<file path="src/rtl/mem_pkg.sv">
// Shared size encodings, FSM states and lane helpers for the memory access unit.
package mem_pkg;

    localparam logic [1:0] SZ_BYTE  = 2'd0;
    localparam logic [1:0] SZ_HALF  = 2'd1;
    localparam logic [1:0] SZ_WORD  = 2'd2;
    localparam logic [1:0] SZ_DWORD = 2'd3;

    typedef enum logic [1:0] {
        ST_IDLE = 2'd0,
        ST_REQ  = 2'd1,
        ST_RESP = 2'd2
    } state_e;

    // Sized for the widest bus; callers truncate to their own strobe width.
    function automatic logic [7:0] strobe(input logic [1:0] size, input logic [2:0] off);
        logic [7:0] mask;
        case (size)
            SZ_BYTE: mask = 8'h01;
            SZ_HALF: mask = 8'h03;
            SZ_WORD: mask = 8'h0F;
            default: mask = 8'hFF;
        endcase
        return mask << off;
    endfunction

    function automatic logic [2:0] align_mask(input logic [1:0] size);
        logic [2:0] mask;
        case (size)
            SZ_BYTE: mask = 3'b000;
            SZ_HALF: mask = 3'b001;
            SZ_WORD: mask = 3'b011;
            default: mask = 3'b111;
        endcase
        return mask;
    endfunction

    function automatic logic [63:0] extend(input logic [63:0] data, input logic [1:0] size,
                                           input logic sign);
        logic [63:0] res;
        case (size)
            SZ_BYTE: res = {{56{sign & data[7]}}, data[7:0]};
            SZ_HALF: res = {{48{sign & data[15]}}, data[15:0]};
            SZ_WORD: res = {{32{sign & data[31]}}, data[31:0]};
            default: res = data;
        endcase
        return res;
    endfunction

endpackage

</file>
<file path="src/rtl/mem_load_align.sv">
// Combinational lane shift and sign/zero extension of raw bus read data.
module mem_load_align
    import mem_pkg::*;
#(
    parameter int  DATA_W = 32,
    localparam int OFF_W  = $clog2(DATA_W / 8)
) (
    input  logic [DATA_W-1:0] rdata,
    input  logic [OFF_W-1:0]  off,
    input  logic [1:0]        size,
    input  logic              sign,
    output logic [DATA_W-1:0] data
);

    logic [DATA_W-1:0] shifted;

    assign shifted = rdata >> {off, 3'b000};
    assign data    = DATA_W'(extend(64'(shifted), size, sign));

endmodule

</file>
<file path="src/rtl/mem_access_unit.sv">
// Multi-cycle MEM stage: issues req/gnt/rvalid bus transfers, aligns data and
// flags misaligned accesses while holding the upstream pipeline.
module mem_access_unit
    import mem_pkg::*;
#(
    parameter int  DATA_W     = 32,
    parameter int  ADDR_W     = 32,
    parameter int  REG_ADDR_W = 5,
    localparam int STRB_W     = DATA_W / 8
) (
    input  logic                  clk,
    input  logic                  rst,
    input  logic                  in_valid,
    input  logic                  in_read,
    input  logic                  in_write,
    input  logic                  in_sign,
    input  logic [1:0]            in_size,
    input  logic [ADDR_W-1:0]     in_result,
    input  logic [DATA_W-1:0]     in_wdata,
    input  logic                  in_reg_we,
    input  logic [REG_ADDR_W-1:0] in_reg_addr,
    input  logic                  flush,
    output logic                  stall_req,
    output logic                  bus_req,
    output logic [STRB_W-1:0]     bus_we,
    output logic [ADDR_W-1:0]     bus_addr,
    output logic [DATA_W-1:0]     bus_wdata,
    input  logic                  bus_gnt,
    input  logic                  bus_rvalid,
    input  logic [DATA_W-1:0]     bus_rdata,
    output logic                  out_valid,
    output logic [DATA_W-1:0]     out_data,
    output logic                  out_reg_we,
    output logic [REG_ADDR_W-1:0] out_reg_addr,
    output logic                  exc_adel,
    output logic                  exc_ades,
    output logic [ADDR_W-1:0]     bad_vaddr
);

    localparam int OFF_W = $clog2(STRB_W);

    state_e                  state;
    logic [ADDR_W-1:0]       r_addr;
    logic [STRB_W-1:0]       r_strb;
    logic [DATA_W-1:0]       r_wdata;
    logic                    r_is_load;
    logic [1:0]              r_size;
    logic                    r_sign;
    logic                    r_reg_we;
    logic [REG_ADDR_W-1:0]   r_reg_addr;
    logic                    r_flushed;
    logic                    cooldown;

    logic                    is_mem;
    logic                    size_ok;
    logic                    misaligned;
    logic                    accept;
    logic                    start_mem;
    logic [OFF_W-1:0]        in_off;
    logic [DATA_W-1:0]       load_data;

    assign in_off     = in_result[OFF_W-1:0];
    assign is_mem     = in_read | in_write;
    assign size_ok    = (in_size != SZ_DWORD) || (DATA_W == 64);
    // A dword access on a 32-bit bus cannot be issued, so it is reported as an address error.
    assign misaligned = !size_ok || (|(in_result[2:0] & align_mask(in_size)));
    // The first IDLE cycle after a bus transfer still sees the held upstream op, so it is skipped.
    assign accept     = (state == ST_IDLE) && !cooldown && in_valid && !flush;
    assign start_mem  = accept && is_mem && !misaligned;
    assign stall_req  = start_mem || (state != ST_IDLE);

    assign bus_req    = (state == ST_REQ);
    assign bus_we     = bus_req ? r_strb : '0;
    assign bus_addr   = bus_req ? {r_addr[ADDR_W-1:OFF_W], {OFF_W{1'b0}}} : '0;
    assign bus_wdata  = bus_req ? r_wdata : '0;

    mem_load_align #(
        .DATA_W (DATA_W)
    ) u_load_align (
        .rdata (bus_rdata),
        .off   (r_addr[OFF_W-1:0]),
        .size  (r_size),
        .sign  (r_sign),
        .data  (load_data)
    );

    always_ff @(posedge clk or posedge rst) begin
        if (rst) begin
            state        <= ST_IDLE;
            r_addr       <= '0;
            r_strb       <= '0;
            r_wdata      <= '0;
            r_is_load    <= 1'b0;
            r_size       <= SZ_BYTE;
            r_sign       <= 1'b0;
            r_reg_we     <= 1'b0;
            r_reg_addr   <= '0;
            r_flushed    <= 1'b0;
            cooldown     <= 1'b0;
            out_valid    <= 1'b0;
            out_data     <= '0;
            out_reg_we   <= 1'b0;
            out_reg_addr <= '0;
            exc_adel     <= 1'b0;
            exc_ades     <= 1'b0;
            bad_vaddr    <= '0;
        end else begin
            out_valid <= 1'b0;
            exc_adel  <= 1'b0;
            exc_ades  <= 1'b0;
            cooldown  <= 1'b0;
            case (state)
                ST_IDLE: begin
                    if (accept && !is_mem) begin
                        out_valid    <= 1'b1;
                        out_data     <= DATA_W'(in_result);
                        out_reg_we   <= in_reg_we;
                        out_reg_addr <= in_reg_addr;
                    end else if (accept && misaligned) begin
                        out_valid    <= 1'b1;
                        exc_adel     <= in_read;
                        exc_ades     <= in_write & ~in_read;
                        bad_vaddr    <= in_result;
                        out_reg_we   <= 1'b0;
                        out_reg_addr <= in_reg_addr;
                    end else if (start_mem) begin
                        state      <= ST_REQ;
                        r_addr     <= in_result;
                        r_strb     <= in_read ? '0 : STRB_W'(strobe(in_size, 3'(in_off)));
                        r_wdata    <= in_wdata << {in_off, 3'b000};
                        r_is_load  <= in_read;
                        r_size     <= in_size;
                        r_sign     <= in_sign;
                        r_reg_we   <= in_reg_we;
                        r_reg_addr <= in_reg_addr;
                        r_flushed  <= 1'b0;
                    end
                end
                ST_REQ: begin
                    if (bus_gnt) begin
                        if (r_is_load) begin
                            state     <= ST_RESP;
                            r_flushed <= flush;
                        end else begin
                            state    <= ST_IDLE;
                            cooldown <= 1'b1;
                            if (!flush) begin
                                out_valid    <= 1'b1;
                                out_data     <= DATA_W'(r_addr);
                                out_reg_we   <= r_reg_we;
                                out_reg_addr <= r_reg_addr;
                            end
                        end
                    end else if (flush) begin
                        state    <= ST_IDLE;
                        cooldown <= 1'b1;
                    end
                end
                ST_RESP: begin
                    if (flush) begin
                        r_flushed <= 1'b1;
                    end
                    if (bus_rvalid) begin
                        state    <= ST_IDLE;
                        cooldown <= 1'b1;
                        if (!(r_flushed || flush)) begin
                            out_valid    <= 1'b1;
                            out_data     <= load_data;
                            out_reg_we   <= r_reg_we;
                            out_reg_addr <= r_reg_addr;
                        end
                    end
                end
                default: state <= ST_IDLE;
            endcase
        end
    end

endmodule
</file>
<file path="config.mk">
export PLATFORM = sky130hd
export DESIGN_NAME = mem_access_unit
export DESIGN_NICKNAME = d
export VERILOG_FILES = /design/src/rtl/mem_pkg.sv /design/src/rtl/mem_load_align.sv /design/src/rtl/mem_access_unit.sv
export SDC_FILE = /design/constraint.sdc
export NUM_CORES = 1
export LEC_CHECK = 0
export ABC_AREA = 1
export CAP_MARGIN = 20
export CELL_PAD_IN_SITES_DETAIL_PLACEMENT = 1
export CELL_PAD_IN_SITES_GLOBAL_PLACEMENT = 1
export CORE_MARGIN = 2
export CORE_UTILIZATION = 33
export DETAILED_ROUTE_END_ITERATION = 12
export PLACE_DENSITY = 0.9
export SKIP_CTS_REPAIR_TIMING = 1
export SLEW_MARGIN = 20
export SYNTH_ARGS = -nofsm -noshare
export SYNTH_HDL_FRONTEND = slang
export SYNTH_SLANG_ARGS = --single-unit
</file>
<file path="constraint.sdc">
create_clock -name clk -period 6.6 [get_ports clk]
set_clock_uncertainty 0.15 [all_clocks]
set_input_delay 1.65 -clock clk [delete_from_list [all_inputs] [get_ports clk]]
set_output_delay 1.65 -clock clk [all_outputs]
set_load 0.01 [all_outputs]
</file>
* Word-level counts from Yosys, hierarchy flattened
Index checks and enable logic that the tools add are counted.
** Operators by class
- Reduce and logical (&&, ||, !) cells :: 27
- Magnitude comparators :: 0
- Multipliers :: 0
- Multiplexer cells :: 68
- Divide/modulo/power cells :: 0
- Shifts and indexed selects :: 3
- Add/sub/neg operators :: 0
- Equal/unequal tests :: 20
- Bitwise logic cells :: 8
** Operator list (number)
- 32-bit two-way mux :: 8
- 32-bit one-hot mux with 3 select lines :: 2
- 5-bit two-way mux :: 7
- 8-bit two-way mux :: 4
- 32-bit by 5-bit << shifter with 32-bit output :: 1
- 32-bit by 5-bit >> shifter with 32-bit output :: 1
- 1-bit two-way mux :: 30
- 8-bit one-hot mux with 3 select lines :: 1
- 7-bit AND reduction :: 3
- 2-bit inequality test (second input constant) :: 9
- 5-bit one-hot mux with 3 select lines :: 1
- 2-bit two-way mux :: 7
- 1-bit one-hot mux with 3 select lines :: 3
- 3-bit one-hot mux with 3 select lines :: 1
- 4-bit two-way mux :: 2
- 8-bit by 2-bit << shifter with 4-bit output :: 1
- 1-bit logical AND :: 7
- 2-bit by 1-bit == test with 1-bit output (second input constant) :: 3
- 2-bit == test (second input constant) :: 3
- 2-bit logical NOT :: 3
- 2-bit by 1-bit inequality test with 1-bit output (second input constant) :: 3
- 2-bit one-hot mux with 3 select lines :: 1
- 1-bit logical NOT :: 5
- 5-bit AND reduction :: 1
- other kinds (13) :: 19
** Word-level totals
- Bits in latches :: 0
- Bits in read-only memories :: 0
- Output and inout bits :: 143
- Register bits :: 155
- Memories :: 0
- Logic and storage cells :: 144
- RAM bits :: 0

* Logic depth before layout (Yosys ltp)
- Depth in word-level cells :: 13
- Mapped depth :: 13

* Hierarchy
Synthesis repeated with hierarchy kept, for this count alone.
** Unflattened totals
- Cells, all modules :: 1176
- Area total of the unflattened synthesis :: 8524.4 µm²
** By module, submodules not included
- mem_access_unit :: area an instance 7644.8 µm², seq. area each 3878.7 µm², cells an instance 1021, times used 1
- mem_load_align :: area an instance 879.6 µm², seq. area each 0.0 µm², cells an instance 155, times used 1

* Least setup slack after synthesis
No wires, ideal clock.
- Path kind :: input to output
- Start :: in in_result[0]
- End :: out stall_req
- Data required time :: 4800 ps
- Slack :: 2312 ps
- Path buffers :: 3
- Arrival :: 2488 ps
- Stages on the path :: 8
- Cells stage by stage :: buf_6 inv_2 buf_6 nand2_2 o21ai_2 nand2_1 buf_2 nand2_2
** On the way
- Longest elaborated chain between the ends :: 6
** Ends and longest elaborated chain
- from (decl) :: RTL line mem_access_unit.sv:18 : input logic [ADDR_W-1:0] in_result,
- 3-bit bitwise AND :: RTL line mem_access_unit.sv:66 : assign misaligned = !size_ok || (|(in_result[2:0] & align_mask(in_size)));
- 3-bit OR reduction :: RTL line mem_access_unit.sv:66
- 1-bit logical OR :: RTL line mem_access_unit.sv:66
- 1-bit logical NOT :: RTL line mem_access_unit.sv:69 : assign start_mem = accept && is_mem && !misaligned;
- 1-bit logical AND :: RTL line mem_access_unit.sv:69
- 1-bit logical OR :: RTL line mem_access_unit.sv:70 : assign stall_req = start_mem || (state != ST_IDLE);
- to (decl) :: RTL line mem_access_unit.sv:23 : output logic stall_req,
No other way between the ends.

* Final worst setup path
Same ends and word-level chain as after synthesis.

==> results.rst <==
.. list-table::
   :header-rows: 1

   * - Metric
     - Value
   * - Antenna violations before repair
     - 2
   * - Global route hottest layer
     - met2
   * - Vias in the first global route
     - 9215
   * - Highest clock frequency the design can meet
     - 185 MHz
   * - Critical path capture point type
     - output pin
   * - Global-route wire length before repair
     - 50000 um
   * - Violation count after the first detailed-route iteration
     - 465
   * - Synth Flop Type
     - sky130_fd_sc_hd__dfrtp_1
   * - Input/output buffers
     - 253
   * - Total standard cell area after synthesis
     - 8500 um^2
   * - Max-cap check violation count
     - 0
   * - CTS max path bufs
     - 2
   * - Synthesized netlist cell count
     - 1215
   * - Weighted congestion at the end of routability-driven global placement
     - 0.906
   * - Met1 capacity usage during global routing
     - 29.4%
   * - Routed vias
     - 8864
   * - Number of top-level pins
     - 256
   * - Launching element type of the critical path
     - input port
   * - Fill count
     - 3159
   * - Chip Width
     - 164 um
   * - Reg2reg path depth
     - 12
   * - Area taken by flip-flops and latches
     - 3880 um^2
   * - Hold Fails Final Rpt
     - 0
   * - Area growth from synthesis to layout
     - 38.6%
   * - Number of setup violations in the final report
     - 0
   * - Die ar.
     - 27100 um^2
   * - Fraction of met3 tracks used by global routing
     - 5.42%
   * - Number of nets with antenna violations after detailed routing
     - 0
   * - Critical path class
     - in -> out
   * - Crit Reg-Reg Startpoint
     - state[1]$_DFFE_PP0P_
   * - Largest net degree at the start of global routing
     - 87
   * - Initial Utilization
     - 33.7%
   * - WP data required
     - 4.80 ns
   * - CTS H-Tree Depth
     - 4
   * - RSZ-0062 raised after global routing
     - false
   * - Setup_tns
     - 0 ns
   * - Share of Yosys cell area claimed by the top area cell type
     - 45.6%
   * - Final min period
     - 5.40 ns
   * - Vertical die dimension
     - 164 um
   * - CTS root buf
     - sky130_fd_sc_hd__clkbuf_16
   * - CP Data Arrival Time
     - 3.60 ns
   * - Most common cell on crit path
     - sky130_fd_sc_hd__clkdlybuf4s50_1
   * - Fin nets
     - 1542
   * - Pin slew with the least headroom to its limit
     - 0.922 ns
   * - Peak supply drop
     - 193 uV
   * - Share of layout cells above drive strength 1
     - 5.08%
   * - Avg Inst Size Synth
     - 7.00 um^2
   * - Placement-stage cell area
     - 11200 um^2
   * - Aggregate global-route resource usage
     - 24.0%
   * - Status
     - finished, final reports clean
   * - Met2 Use GR
     - 41.4%
   * - Final non-filler cell area
     - 11800 um^2
   * - Total power per unit cell area
     - 470 nW/um^2
   * - Dpl hpwl
     - 23300 um
   * - Number of enable flip-flop cells after synthesis
     - 0
   * - Fraction of the yosys area taken by sequential cells
     - 45.6%
   * - Tightest slew margin relative to the limit
     - 38.5%
   * - Slew Viols, Final
     - 0
   * - Number of unique standard cell types used by synthesis
     - 33
   * - Clock tree from TritonCTS
     - done
   * - Clock transition at the registers of the reported paths
     - 0.07 ns
   * - WL per Instance
     - 18.3 um
   * - Total of flip-flops plus latches after synthesis
     - 155
   * - Async set or reset register ratio after synthesis
     - 100%
   * - Slowest stage cell, crit path
     - sky130_fd_sc_hd__clkdlybuf4s50_1
   * - Residual DRC count
     - 0
   * - Period Utilization, post-route
     - 81.8%
   * - Wire length after detailed routing
     - 32500 um
   * - Launch point of the worst hold path
     - r_addr[9]$_DFFE_PP0P_
   * - Top post-synthesis cells by area
     - sky130_fd_sc_hd__dfrtp_1 (46%), sky130_fd_sc_hd__nand2_1 (21%), sky130_fd_sc_hd__inv_1 (5.5%)
   * - Worst reg2reg setup slack
     - 2.96 ns
   * - Iteration count of the initial detailed-routing pass
     - 5
   * - Clock sinks
     - 155
   * - Reg-to-Reg End
     - out_data[24]$_DFFE_PP0P_
   * - Area taken by multi-input logic gates
     - 3740 um^2
   * - Worst-case hold path end point
     - r_addr[9]$_DFFE_PP0P_
   * - Number of clock buffers inserted by TritonCTS
     - 17
   * - Critical-path cell list
     - clkdlybuf4s50_1 -> buf_4 -> inv_2 -> o21ai_1 -> o21ai_2 -> nand2_4 -> nand2_2 -> clkdlybuf4s50_1
   * - Insertion delay of the later-clocked pin in the worst-skew pair
     - 0.43 ns
   * - Core Box Area
     - 25300 um^2
   * - Total number of yosys warnings
     - 0
   * - Maximum fanout along the worst path
     - 27
   * - Top cell type by total area after synthesis
     - sky130_fd_sc_hd__dfrtp_1
   * - Class of the tightest hold or removal check
     - reg -> reg
   * - Vias per Instance
     - 5.00
   * - Static Leak
     - 6.06 nW
   * - Largest stage delay on the critical path
     - 0.49 ns
   * - Total number of placement rows
     - 58
   * - Total gr overflow
     - 0
   * - Hold Path Cell Cnt
     - 2
-- layout by cell type (no fill, tap or decap), drive strengths merged --
cell type        n
nand2          490
nor2            94
nand3           66
o211ai           3
diode            6
a31oi            7
and2             1
clkinv           7
conb             2
nand4            1
dfrtp          155
ha               5
a21oi           46
clkdlybuf4s50  253
mux2i            7
o31ai           14
inv            141
o22ai            1
a31o             1
clkbuf          17
buf             12
o21ai          114
-- worst max-delay path: cells and delay by family --
family	cells	cell delay [ns]
buffers and inverters	4	1.38
AO/OA/AOI/OAI	2	0.39
AND/OR/NAND/NOR	2	0.17
-- sequential cells by signal, summed over array words and instances, names as in the netlist, 2 cells and up --
name	count
state	2
bad_vaddr	32
r_addr	32
out_data	32
r_size	2
r_wdata	32
r_reg_addr	5
r_strb	4
out_reg_addr	5
-- where the power goes --
group          switching, mW  internal, mW  total (mW)
Sequential             0.299          1.37        1.67
Clock                  0.491         0.512        1.00
Combinational           1.68          1.18        2.86
Total                   2.47          3.06        5.53
-- kinds of logic after synthesis --
logic type	count (synthesis)	synth area share (%)
buffers and inverters	209	10.5
flip-flops	155	45.6
AND/OR/NAND/NOR	652	30.2
AO/OA/AOI/OAI	186	12.0
multiplexers	7	0.824
adder cells (fa/ha/maj)	5	0.736
other	1	0.0441
-- worst max path at each step --
| stage | to | slack [ns] | from |
|---|---|---|---|
| 3_5_place_dp | stall_req | 1.24 | in_result[0] |
| 5_1_grt | stall_req | 1.10 | in_result[0] |
| 3_3_place_gp | stall_req | 1.30 | in_result[0] |
| 2_1_floorplan | bad_vaddr[0]$_DFFE_PP0P_ | 0.62 | rst |
| 6_report | stall_req | 1.20 | in_result[0] |
| 4_1_cts | stall_req | 1.23 | in_result[0] |
-- stage by stage --
step	power, mW	hold WS [ns]	util [%]	cells	setup WS (ns)
after floorplan	3.25	0.299	-	1216	0.622
after global placement	4.41	0.313	44.2	1735	1.30
after detailed placement	4.54	0.319	44.2	1735	1.24
after CTS	5.58	0.338	46.6	1767	1.23
after global routing	5.97	0.366	46.6	1769	1.10
final	5.53	0.338	46.6	1773	1.20
-- metal layers --
metal	vias up	part of all wire (%)
met2	313	49
met3	56	6.4
met5	-	0
met1	4304	42
met4	0	2.8
li1	4191	-
-- synth_stat cells, types with 6 or more instances --
library cell               instances
sky130_fd_sc_hd__o31ai_1           9
sky130_fd_sc_hd__nand2_1         485
sky130_fd_sc_hd__clkbuf_1         31
sky130_fd_sc_hd__o21ai_1          22
sky130_fd_sc_hd__inv_2             8
sky130_fd_sc_hd__nor2_1           91
sky130_fd_sc_hd__buf_2            26
sky130_fd_sc_hd__mux2i_1           7
sky130_fd_sc_hd__buf_6             6
sky130_fd_sc_hd__inv_1           124
sky130_fd_sc_hd__o21ai_0          91
sky130_fd_sc_hd__a31oi_1           7
sky130_fd_sc_hd__a21oi_1          45
sky130_fd_sc_hd__dfrtp_1         155
sky130_fd_sc_hd__buf_4             8
sky130_fd_sc_hd__nand3_1          64
-- layout make-up --
cell class | count | share of cell area (%)
Antenna cell | 6 | 0.127
Clock buffer | 17 | 3.61
Clock inverter | 15 | 1.43
Inverter | 133 | 4.28
Multi-Input combinational cell | 852 | 31.7
Sequential cell | 155 | 32.9
Tap cell | 330 | 3.51
Timing Repair Buffer | 265 | 22.4
No activity file was read; power rests on OpenSTA's default activity.
